$ cat config.mk
export PLATFORM = sky130hd
export DESIGN_NAME = prime_pair_gen_flat
export DESIGN_NICKNAME = d
export VERILOG_FILES = /design/src/rtl/prime_pair_gen_pkg.sv /design/src/rtl/prime_pair_gen_if.sv /design/src/rtl/prime_pair_gen_cand_assembler.sv /design/src/rtl/prime_pair_gen.sv /design/src/flat_wrapper.sv
export SDC_FILE = /design/constraint.sdc
export NUM_CORES = 2
export LEC_CHECK = 0
export ABC_AREA = 1
export BUFFER_PORTS_ARGS = -buffer_cell sky130_fd_sc_hd__buf_2
export CORE_AREA = 2 2 615 617
export CTS_CLUSTER_DIAMETER = 50
export DETAILED_ROUTE_END_ITERATION = 8
export DIE_AREA = 0 0 617 619
export PLACE_DENSITY = 0.38
export SKIP_LAST_GASP = 1
export SYNTH_ARGS = -nofsm -noshare
export SYNTH_HDL_FRONTEND = slang
export SYNTH_SLANG_ARGS = --single-unit
export TNS_END_PERCENT = 100
$ cat constraint.sdc
create_clock -name clk -period 2 [get_ports clk]
set_input_delay 0.3 -clock clk [delete_from_list [all_inputs] [get_ports clk]]
set_output_delay 0.3 -clock clk [all_outputs]
set_load 0.05 [all_outputs]
$ cat src/rtl/prime_pair_gen_pkg.sv
`default_nettype none
//==============================================================================
// Package : prime_pkg
// Brief   : Shared state encoding, force-bit mask and parameter legality check.
// Rev     : 1.0
//==============================================================================
package prime_pkg;

    typedef enum logic [2:0] {
        ST_IDLE       = 3'd0,
        ST_FILL       = 3'd1,
        ST_TEST_START = 3'd2,
        ST_TEST_WAIT  = 3'd3,
        ST_EMIT       = 3'd4,
        ST_FAIL       = 3'd5
    } state_e;

    localparam int MAX_WORDSIZE = 4096;
    localparam logic [MAX_WORDSIZE-1:0] C_ONE = {{(MAX_WORDSIZE-1){1'b0}}, 1'b1};

    // Top two bits keep the product of two primes at full key length; bit 0 keeps it odd.
    function automatic logic [MAX_WORDSIZE-1:0] mask(input int wordsize);
        return (C_ONE << (wordsize - 1)) | (C_ONE << (wordsize - 2)) | C_ONE;
    endfunction

    function automatic bit params_ok(input int wordsize, input int rand_w, input int num_primes);
        return (rand_w > 0) && (wordsize % rand_w == 0) && (wordsize >= 2 * rand_w) &&
               (wordsize <= MAX_WORDSIZE) && (num_primes >= 1);
    endfunction

endpackage
`default_nettype wire

$ cat src/rtl/prime_pair_gen_if.sv
`default_nettype none
//==============================================================================
// Interface : prime_pair_gen_if
// Brief     : Control, RNG, tester and prime-output signals of prime_pair_gen.
// Rev       : 1.0
//==============================================================================
interface prime_pair_gen_if #(
    parameter int WORDSIZE   = 256,
    parameter int RAND_W     = 16,
    parameter int NUM_PRIMES = 2,
    parameter int MAX_TRIES  = 1024,
    parameter int ACC_W      = 2 * WORDSIZE,
    parameter int TRY_W      = $clog2(MAX_TRIES + 1),
    parameter int IDX_W      = $clog2(NUM_PRIMES) + 1
);
    logic                start;
    logic [ACC_W-1:0]    accuracy;
    logic [RAND_W-1:0]   rand_in;
    logic                rand_valid;
    logic                rand_req;
    logic [WORDSIZE-1:0] tst_cand;
    logic [ACC_W-1:0]    tst_acc;
    logic                tst_start;
    logic                tst_finish;
    logic                tst_prime;
    logic [WORDSIZE-1:0] prime_out;
    logic [IDX_W-1:0]    prime_idx;
    logic                prime_valid;
    logic                prime_ready;
    logic [TRY_W-1:0]    tries;
    logic                busy;
    logic                done;
    logic                fail;

    modport master (
        input  start, accuracy, rand_in, rand_valid, tst_finish, tst_prime, prime_ready,
        output rand_req, tst_cand, tst_acc, tst_start, prime_out, prime_idx, prime_valid,
               tries, busy, done, fail
    );

    modport slave (
        output start, accuracy, rand_in, rand_valid, tst_finish, tst_prime, prime_ready,
        input  rand_req, tst_cand, tst_acc, tst_start, prime_out, prime_idx, prime_valid,
               tries, busy, done, fail
    );
endinterface
`default_nettype wire

$ cat src/rtl/prime_pair_gen_cand_assembler.sv
`default_nettype none
//==============================================================================
// Module : cand_assembler
// Brief  : Collects RAND_W words LSW-first into a candidate and forces mask bits.
// Rev    : 1.0
//==============================================================================
module cand_assembler
    import prime_pkg::*;
#(
    parameter int WORDSIZE = 256,
    parameter int RAND_W   = 16
) (
    input  wire                 clk,
    input  wire                 reset,
    input  wire                 load,
    input  wire  [RAND_W-1:0]   word_in,
    output logic                full,
    output logic [WORDSIZE-1:0] cand
);
    localparam int NWORDS = WORDSIZE / RAND_W;
    localparam int CNT_W  = $clog2(NWORDS);
    localparam logic [MAX_WORDSIZE-1:0] C_MASK_FULL = mask(WORDSIZE);
    localparam logic [WORDSIZE-1:0]     C_MASK      = C_MASK_FULL[WORDSIZE-1:0];

    logic [CNT_W-1:0]    cnt_q, cnt_d;
    logic [WORDSIZE-1:0] cand_q, cand_d;

    // Combinational so the FSM can leave FILL on the very cycle the last word lands.
    assign full = load && (cnt_q == CNT_W'(NWORDS - 1));
    assign cand = cand_q;

    always_comb begin
        cnt_d  = cnt_q;
        cand_d = cand_q;
        if (load) begin
            for (int k = 0; k < NWORDS; k++) begin
                if (cnt_q == CNT_W'(k)) begin
                    cand_d[k*RAND_W +: RAND_W] = word_in;
                end
            end
            if (full) begin
                cand_d = cand_d | C_MASK;
                cnt_d  = '0;
            end else begin
                cnt_d = cnt_q + 1'b1;
            end
        end
    end

    always_ff @(posedge clk or negedge reset) begin
        if (!reset) begin
            cnt_q  <= '0;
            cand_q <= '0;
        end else begin
            cnt_q  <= cnt_d;
            cand_q <= cand_d;
        end
    end
endmodule
`default_nettype wire

$ cat src/rtl/prime_pair_gen.sv
`default_nettype none
//==============================================================================
// Module : prime_pair_gen
// Brief  : Builds random candidates, retries composites, emits NUM_PRIMES primes.
// Rev    : 1.0
//==============================================================================
module prime_pair_gen
    import prime_pkg::*;
#(
    parameter int WORDSIZE   = 256,
    parameter int RAND_W     = 16,
    parameter int NUM_PRIMES = 2,
    parameter int MAX_TRIES  = 1024,
    parameter int ACC_W      = 2 * WORDSIZE,
    parameter int TRY_W      = $clog2(MAX_TRIES + 1)
) (
    input  wire              clk,
    input  wire              reset,
    prime_pair_gen_if.master bus
);
    localparam int IDX_W = $clog2(NUM_PRIMES) + 1;

    if (!params_ok(WORDSIZE, RAND_W, NUM_PRIMES)) begin : g_param_check
        $error("prime_pair_gen: illegal WORDSIZE/RAND_W/NUM_PRIMES combination");
    end

    state_e              state_q, state_d;
    logic [ACC_W-1:0]    acc_q, acc_d;
    logic [IDX_W-1:0]    idx_q, idx_d;
    logic [TRY_W-1:0]    tries_q, tries_d;
    logic                fail_q, fail_d;
    logic                done_q, done_d;
    logic [WORDSIZE-1:0] prime_q, prime_d;
    logic [WORDSIZE-1:0] prev_q, prev_d;

    logic                load, full;
    logic [WORDSIZE-1:0] cand;
    logic                rand_req, tst_start, prime_valid, busy;
    logic                dup, accept, last_try, last_prime;

    cand_assembler #(
        .WORDSIZE (WORDSIZE),
        .RAND_W   (RAND_W)
    ) u_cand_assembler (
        .clk     (clk),
        .reset   (reset),
        .load    (load),
        .word_in (bus.rand_in),
        .full    (full),
        .cand    (cand)
    );

    // A repeat of the previous prime would give p == q, so it is treated as composite.
    assign dup        = (idx_q != '0) && (cand == prev_q);
    assign accept     = bus.tst_prime && !dup;
    assign last_try   = (tries_q == TRY_W'(MAX_TRIES - 1));
    assign last_prime = (idx_q == IDX_W'(NUM_PRIMES - 1));

    always_ff @(posedge clk or negedge reset) begin
        if (!reset) begin
            state_q <= ST_IDLE;
        end else begin
            state_q <= state_d;
        end
    end

    always_comb begin
        state_d = state_q;
        unique case (state_q)
            ST_IDLE:       if (bus.start) state_d = ST_FILL;
            ST_FILL:       if (full) state_d = ST_TEST_START;
            ST_TEST_START: state_d = ST_TEST_WAIT;
            ST_TEST_WAIT: begin
                if (bus.tst_finish) begin
                    if (accept)        state_d = ST_EMIT;
                    else if (last_try) state_d = ST_FAIL;
                    else               state_d = ST_FILL;
                end
            end
            ST_EMIT:       if (bus.prime_ready) state_d = last_prime ? ST_IDLE : ST_FILL;
            ST_FAIL:       state_d = ST_IDLE;
            default:       state_d = ST_IDLE;
        endcase
    end

    always_comb begin
        rand_req    = (state_q == ST_FILL);
        tst_start   = (state_q == ST_TEST_START);
        prime_valid = (state_q == ST_EMIT);
        busy        = (state_q != ST_IDLE);
    end

    assign load = rand_req && bus.rand_valid;

    always_comb begin
        acc_d   = acc_q;
        idx_d   = idx_q;
        tries_d = tries_q;
        fail_d  = fail_q;
        done_d  = 1'b0;
        prime_d = prime_q;
        prev_d  = prev_q;
        case (state_q)
            ST_IDLE: begin
                if (bus.start) begin
                    acc_d   = bus.accuracy;
                    idx_d   = '0;
                    tries_d = '0;
                    fail_d  = 1'b0;
                end
            end
            ST_TEST_WAIT: begin
                if (bus.tst_finish) begin
                    if (accept) begin
                        prime_d = cand;
                    end else if (last_try) begin
                        tries_d = TRY_W'(MAX_TRIES);
                        fail_d  = 1'b1;
                    end else begin
                        tries_d = tries_q + 1'b1;
                    end
                end
            end
            ST_EMIT: begin
                if (bus.prime_ready) begin
                    prev_d = prime_q;
                    if (last_prime) begin
                        done_d = 1'b1;
                    end else begin
                        idx_d   = idx_q + 1'b1;
                        tries_d = '0;
                    end
                end
            end
            default: ;
        endcase
    end

    always_ff @(posedge clk or negedge reset) begin
        if (!reset) begin
            acc_q   <= '0;
            idx_q   <= '0;
            tries_q <= '0;
            fail_q  <= 1'b0;
            done_q  <= 1'b0;
            prime_q <= '0;
            prev_q  <= '0;
        end else begin
            acc_q   <= acc_d;
            idx_q   <= idx_d;
            tries_q <= tries_d;
            fail_q  <= fail_d;
            done_q  <= done_d;
            prime_q <= prime_d;
            prev_q  <= prev_d;
        end
    end

    assign bus.rand_req    = rand_req;
    assign bus.tst_cand    = cand;
    assign bus.tst_acc     = acc_q;
    assign bus.tst_start   = tst_start;
    assign bus.prime_out   = prime_q;
    assign bus.prime_idx   = idx_q;
    assign bus.prime_valid = prime_valid;
    assign bus.tries       = tries_q;
    assign bus.busy        = busy;
    assign bus.done        = done_q;
    assign bus.fail        = fail_q;
endmodule
`default_nettype wire

$ cat src/flat_wrapper.sv
// flat-port wrapper written by rule: the top's interface ports become plain ports
module prime_pair_gen_flat import prime_pkg::*;
#(
    parameter int WORDSIZE   = 256,
    parameter int RAND_W     = 16,
    parameter int NUM_PRIMES = 2,
    parameter int MAX_TRIES  = 1024,
    parameter int ACC_W      = 2 * WORDSIZE,
    parameter int TRY_W      = $clog2(MAX_TRIES + 1)
)
  (clk, reset, bus_start, bus_accuracy, bus_rand_in, bus_rand_valid, bus_tst_finish, bus_tst_prime, bus_prime_ready, bus_rand_req, bus_tst_cand, bus_tst_acc, bus_tst_start, bus_prime_out, bus_prime_idx, bus_prime_valid, bus_tries, bus_busy, bus_done, bus_fail);
  prime_pair_gen_if #(.WORDSIZE(WORDSIZE), .RAND_W(RAND_W), .NUM_PRIMES(NUM_PRIMES), .MAX_TRIES(MAX_TRIES), .ACC_W(ACC_W), .TRY_W(TRY_W)) bus_i ();
  input  wire clk;
  input  wire reset;
  input wire logic [$bits(bus_i.start)-1:0] bus_start;
  input wire logic [$bits(bus_i.accuracy)-1:0] bus_accuracy;
  input wire logic [$bits(bus_i.rand_in)-1:0] bus_rand_in;
  input wire logic [$bits(bus_i.rand_valid)-1:0] bus_rand_valid;
  input wire logic [$bits(bus_i.tst_finish)-1:0] bus_tst_finish;
  input wire logic [$bits(bus_i.tst_prime)-1:0] bus_tst_prime;
  input wire logic [$bits(bus_i.prime_ready)-1:0] bus_prime_ready;
  output wire logic [$bits(bus_i.rand_req)-1:0] bus_rand_req;
  output wire logic [$bits(bus_i.tst_cand)-1:0] bus_tst_cand;
  output wire logic [$bits(bus_i.tst_acc)-1:0] bus_tst_acc;
  output wire logic [$bits(bus_i.tst_start)-1:0] bus_tst_start;
  output wire logic [$bits(bus_i.prime_out)-1:0] bus_prime_out;
  output wire logic [$bits(bus_i.prime_idx)-1:0] bus_prime_idx;
  output wire logic [$bits(bus_i.prime_valid)-1:0] bus_prime_valid;
  output wire logic [$bits(bus_i.tries)-1:0] bus_tries;
  output wire logic [$bits(bus_i.busy)-1:0] bus_busy;
  output wire logic [$bits(bus_i.done)-1:0] bus_done;
  output wire logic [$bits(bus_i.fail)-1:0] bus_fail;
  assign bus_i.start = bus_start;
  assign bus_i.accuracy = bus_accuracy;
  assign bus_i.rand_in = bus_rand_in;
  assign bus_i.rand_valid = bus_rand_valid;
  assign bus_i.tst_finish = bus_tst_finish;
  assign bus_i.tst_prime = bus_tst_prime;
  assign bus_i.prime_ready = bus_prime_ready;
  assign bus_rand_req = bus_i.rand_req;
  assign bus_tst_cand = bus_i.tst_cand;
  assign bus_tst_acc = bus_i.tst_acc;
  assign bus_tst_start = bus_i.tst_start;
  assign bus_prime_out = bus_i.prime_out;
  assign bus_prime_idx = bus_i.prime_idx;
  assign bus_prime_valid = bus_i.prime_valid;
  assign bus_tries = bus_i.tries;
  assign bus_busy = bus_i.busy;
  assign bus_done = bus_i.done;
  assign bus_fail = bus_i.fail;
  prime_pair_gen #(.WORDSIZE(WORDSIZE), .RAND_W(RAND_W), .NUM_PRIMES(NUM_PRIMES), .MAX_TRIES(MAX_TRIES), .ACC_W(ACC_W), .TRY_W(TRY_W)) u_core (.clk(clk), .reset(reset), .bus(bus_i));
endmodule
==> reports/results.tsv <==
metric	value	unit
numCtsBuffers	241	
core	375000	sq um
reg2reg_from	u_core.u_cand_assembler.cand[104]	
firstDrtPassIters	7	
synthToLayoutAreaGrowth	66.9	%
dieWidth	617	um
finalCriticalPeriod	2.70	ns
cts.sinks	1302	
fmax	370	MHz
clkSlewWorstSetupHoldPaths	0.06	ns
nets	9791	
synthXorXnorAreaFrac	0.00683	
hold_ws	0.0601	ns
maxSlewViolCount	0	
worstPathRequired	2.73	ns
worstSkewPairLatency	0.93	ns
startpoint	u_core.u_cand_assembler.cand[104]	
max-vdd-ir-drop	1360	uV
grt_start_max_net_pins	100	
fin_ws	-0.700	ns
grt-ovfl-total	0	
max_slew_margin	0.273	
clockBufferDepth	4	
yosys_most_used_dff	dfrtp_1	
die_y	619	um
io_pins	1578	
synth_compound_area_frac	0.0981	
synth_edf_count	0	
grt_pass1_vias	53300	
drc	0	
via_per_inst	3.63	
netlist_instances	6287	
min-delay-start	bus_rand_in[7]	
crit_fanout	13	
gp_congestion	0.926	
io_buffers	1577	
crit_chain	inv_1 > nand2_1 > nand2_1 > nor2_1 > buf_4 > nand2_1 > nor2_1 > nand2_1 > nor2_2 > nand2_4 > nor2_4 > nand3_2 > buf_6 > nand3_4 > nor2_4 > buf_12 > buf_16 > nand2_1 > nand2_1	
failed_checks	negative setup slack	
period_share	1.35	
outcome	finished with violations	
antenna_found_initial	29	
synthAdderAreaFrac	0.00163	
rsz0062_at_grt	yes	
start_kind	flip-flop	
finalNonFillerCells	14500	
yosysWarnings	0	
setup_violations	995	
drive_above_1_share	0.331	
final.setup_skew	0.105	ns
grt_usage	0.174	
dieArea	382000	sq um
place.detailed.hpwl	273000	um
drtAntennaViolNets	0	
synthSimpleGateAreaFrac	0.185	
fin_util	0.240	
place_ws	-1.41	ns
yosys-mux-area-fraction	0.00961	
n_fill_cell	41100	
dr.first_iter.drc_count	2988	
vias	52400	
powerDensity	2140	nW/um^2
max_stage_delay	0.42	ns
async_reset_ff_frac	1.00	
cp-end-kind	flip-flop	
htreeDepth	4	
syn_area_per_cell	8.57	sq um
synth-seq-cells	1302	
grt_pass1_wl	461000	um
clockRootBuffer	clkbuf_16	
cpMostUsedCell	nand2_1	
rows	225	
hp-class	in2reg	
regArea	32600	sq um
worst_slew_pin_slew	1.09	ns
crit_type	reg2reg	
cp_slowest_cell	dfrtp_1	
hold_viol	0	
total_power	192	mW
synth_top_family_by_area	simple AND/OR/NAND/NOR gates	
ys_types	35	
start_util	0.144	
leakage	45.5	nW
cts_tree	done	
wl_per_cell	23.9	um
wl	346000	um
dpl.cell_count	13400	
max_cap_violations	0	
synthesis.nets	6829	
ys_seq_area_frac	0.605	
netlist_area	53900	sq um
arrival	3.43	ns
multi_input_area	16900	sq um
-- area by class of cell --
class                   count  share of cell area
well taps                4994              0.0695
inverters                 967              0.0404
multi-input cells        3727               0.188
clock inverters           148              0.0224
repair buffers           3010               0.244
clock buffers             298              0.0729
flip-flops and latches   1302               0.362
diodes                     19            0.000529
-- cell usage in the layout (no fill, tap or decap), types with 35 or more instances in the layout --
cell              n
a21oi_1          35
buf_12           95
buf_2          1574
buf_4           757
bufinv_16        35
clkbuf_16       257
dfrtp_1        1291
dlygate4sd3_1   535
inv_1           961
mux2_2           46
nand2_1        2211
nand2_2          77
nand4_1          42
nor2_1          148
o21ai_0         552
o21ai_1         434
-- final timing paths --
kind | to | slack, ns | depth (start not counted)
worst min-delay path | u_core.u_cand_assembler.cand[183] | 0.06 | 4
worst max-delay path | u_core.bus.prime_out[37] | -0.70 | 19
worst min register to register | u_core.prev_q[37] | 0.48 | 2
worst max register to register | u_core.bus.prime_out[37] | -0.70 | 19
min in group asynchronous | u_core.bus.tst_acc[346] | 0.20 | 3
max in group asynchronous | u_core.bus.tst_acc[211] | 0.96 | 3
-- power breakdown --
part / switching, mW / leakage, nW / total (mW) / internal [mW]
clock: 15.9 / 4.11 / 43.8 / 27.9
sequential: 9.48 / 15.9 / 48.4 / 38.9
combinational: 73.4 / 25.5 / 100 / 26.5
total: 98.8 / 45.5 / 192 / 93.4
-- critical path: cells and delay by family (launching register included) --
family / cells / cell delay (ns)
flops: 1 / 0.42
simple gates: 14 / 1.26
buf+inv: 5 / 0.72
-- cell usage after synthesis (2+ instances only) --
| library cell | number | area, sq um |
|---|---|---|
| o21ai_0 | 597 | 2990 |
| buf_1 | 5 | 18.8 |
| nor3_1 | 11 | 55.1 |
| nor4_2 | 5 | 62.6 |
| nand4_1 | 42 | 263 |
| clkbuf_1 | 170 | 638 |
| nand3_1 | 28 | 140 |
| o21ai_1 | 389 | 1950 |
| dfrtp_1 | 1302 | 32600 |
| buf_2 | 71 | 355 |
| inv_1 | 965 | 3620 |
| mux2_2 | 46 | 518 |
| nor4_1 | 4 | 25.0 |
| nand2_1 | 2290 | 8600 |
| ha_1 | 7 | 87.6 |
| o21ai_2 | 10 | 87.6 |
| a21oi_1 | 43 | 215 |
| nand2_2 | 11 | 68.8 |
| inv_2 | 2 | 7.51 |
| buf_4 | 21 | 158 |
| xor2_1 | 23 | 201 |
| or2_2 | 4 | 25.0 |
| o22ai_1 | 3 | 18.8 |
| buf_6 | 23 | 259 |
| nor2_1 | 187 | 702 |
| xnor2_1 | 19 | 166 |
-- flip-flops by register name (all words and copies together) (netlist names) --
register                       count
u_core.bus.tst_acc               512
u_core.prev_q                    256
u_core.bus.tries                  11
u_core.bus.prime_idx               2
u_core.u_cand_assembler.cand     256
u_core.bus.done                    1
u_core.bus.prime_out             256
u_core.bus.fail                    1
u_core.u_cand_assembler.cnt_q      4
u_core.state_q                     3
-- repair_timing --
action / in CTS / in global routing
gates cloned: 14 / 15
buffers inserted: 26 / 8
pin swaps: 13 / 64
gates resized for setup: 86 / 110
setup endpoints to repair: 1476 / 1474
hold buffers: 535 / 0
hold endpoints to repair: 1876 / 0
-- cells by family (layout without fill, tap and decap cells) --
group,count (synthesis),in the layout
AO/OA/AOI/OAI,1045,1045
XOR/XNOR,42,42
adder cells (fa/ha/maj),7,7
buffers and inverters,1258,4423
flip-flops,1302,1302
multiplexers,46,46
other,0,19
AND/OR/NAND/NOR,2587,2587
-- metrics by stage --
stage	setup TNS (ns)	cell area, sq um
global route	-571.31	89900
detailed placement	-587.31	74400
floorplan	-277.51	54400
CTS	-497.68	89100
finish	-404.22	89900
global placement	-590.12	74400
-- routing by layer --
layer	global-route usage	wire, um	up-vias
li1	-	-	25300
met2	0.329	183000	1408
met3	0.0325	16700	392
met5	0	22	-
met1	0.189	130000	25300
met4	0.0749	16700	4
Note: power is estimated with default switching activity, not from simulation.
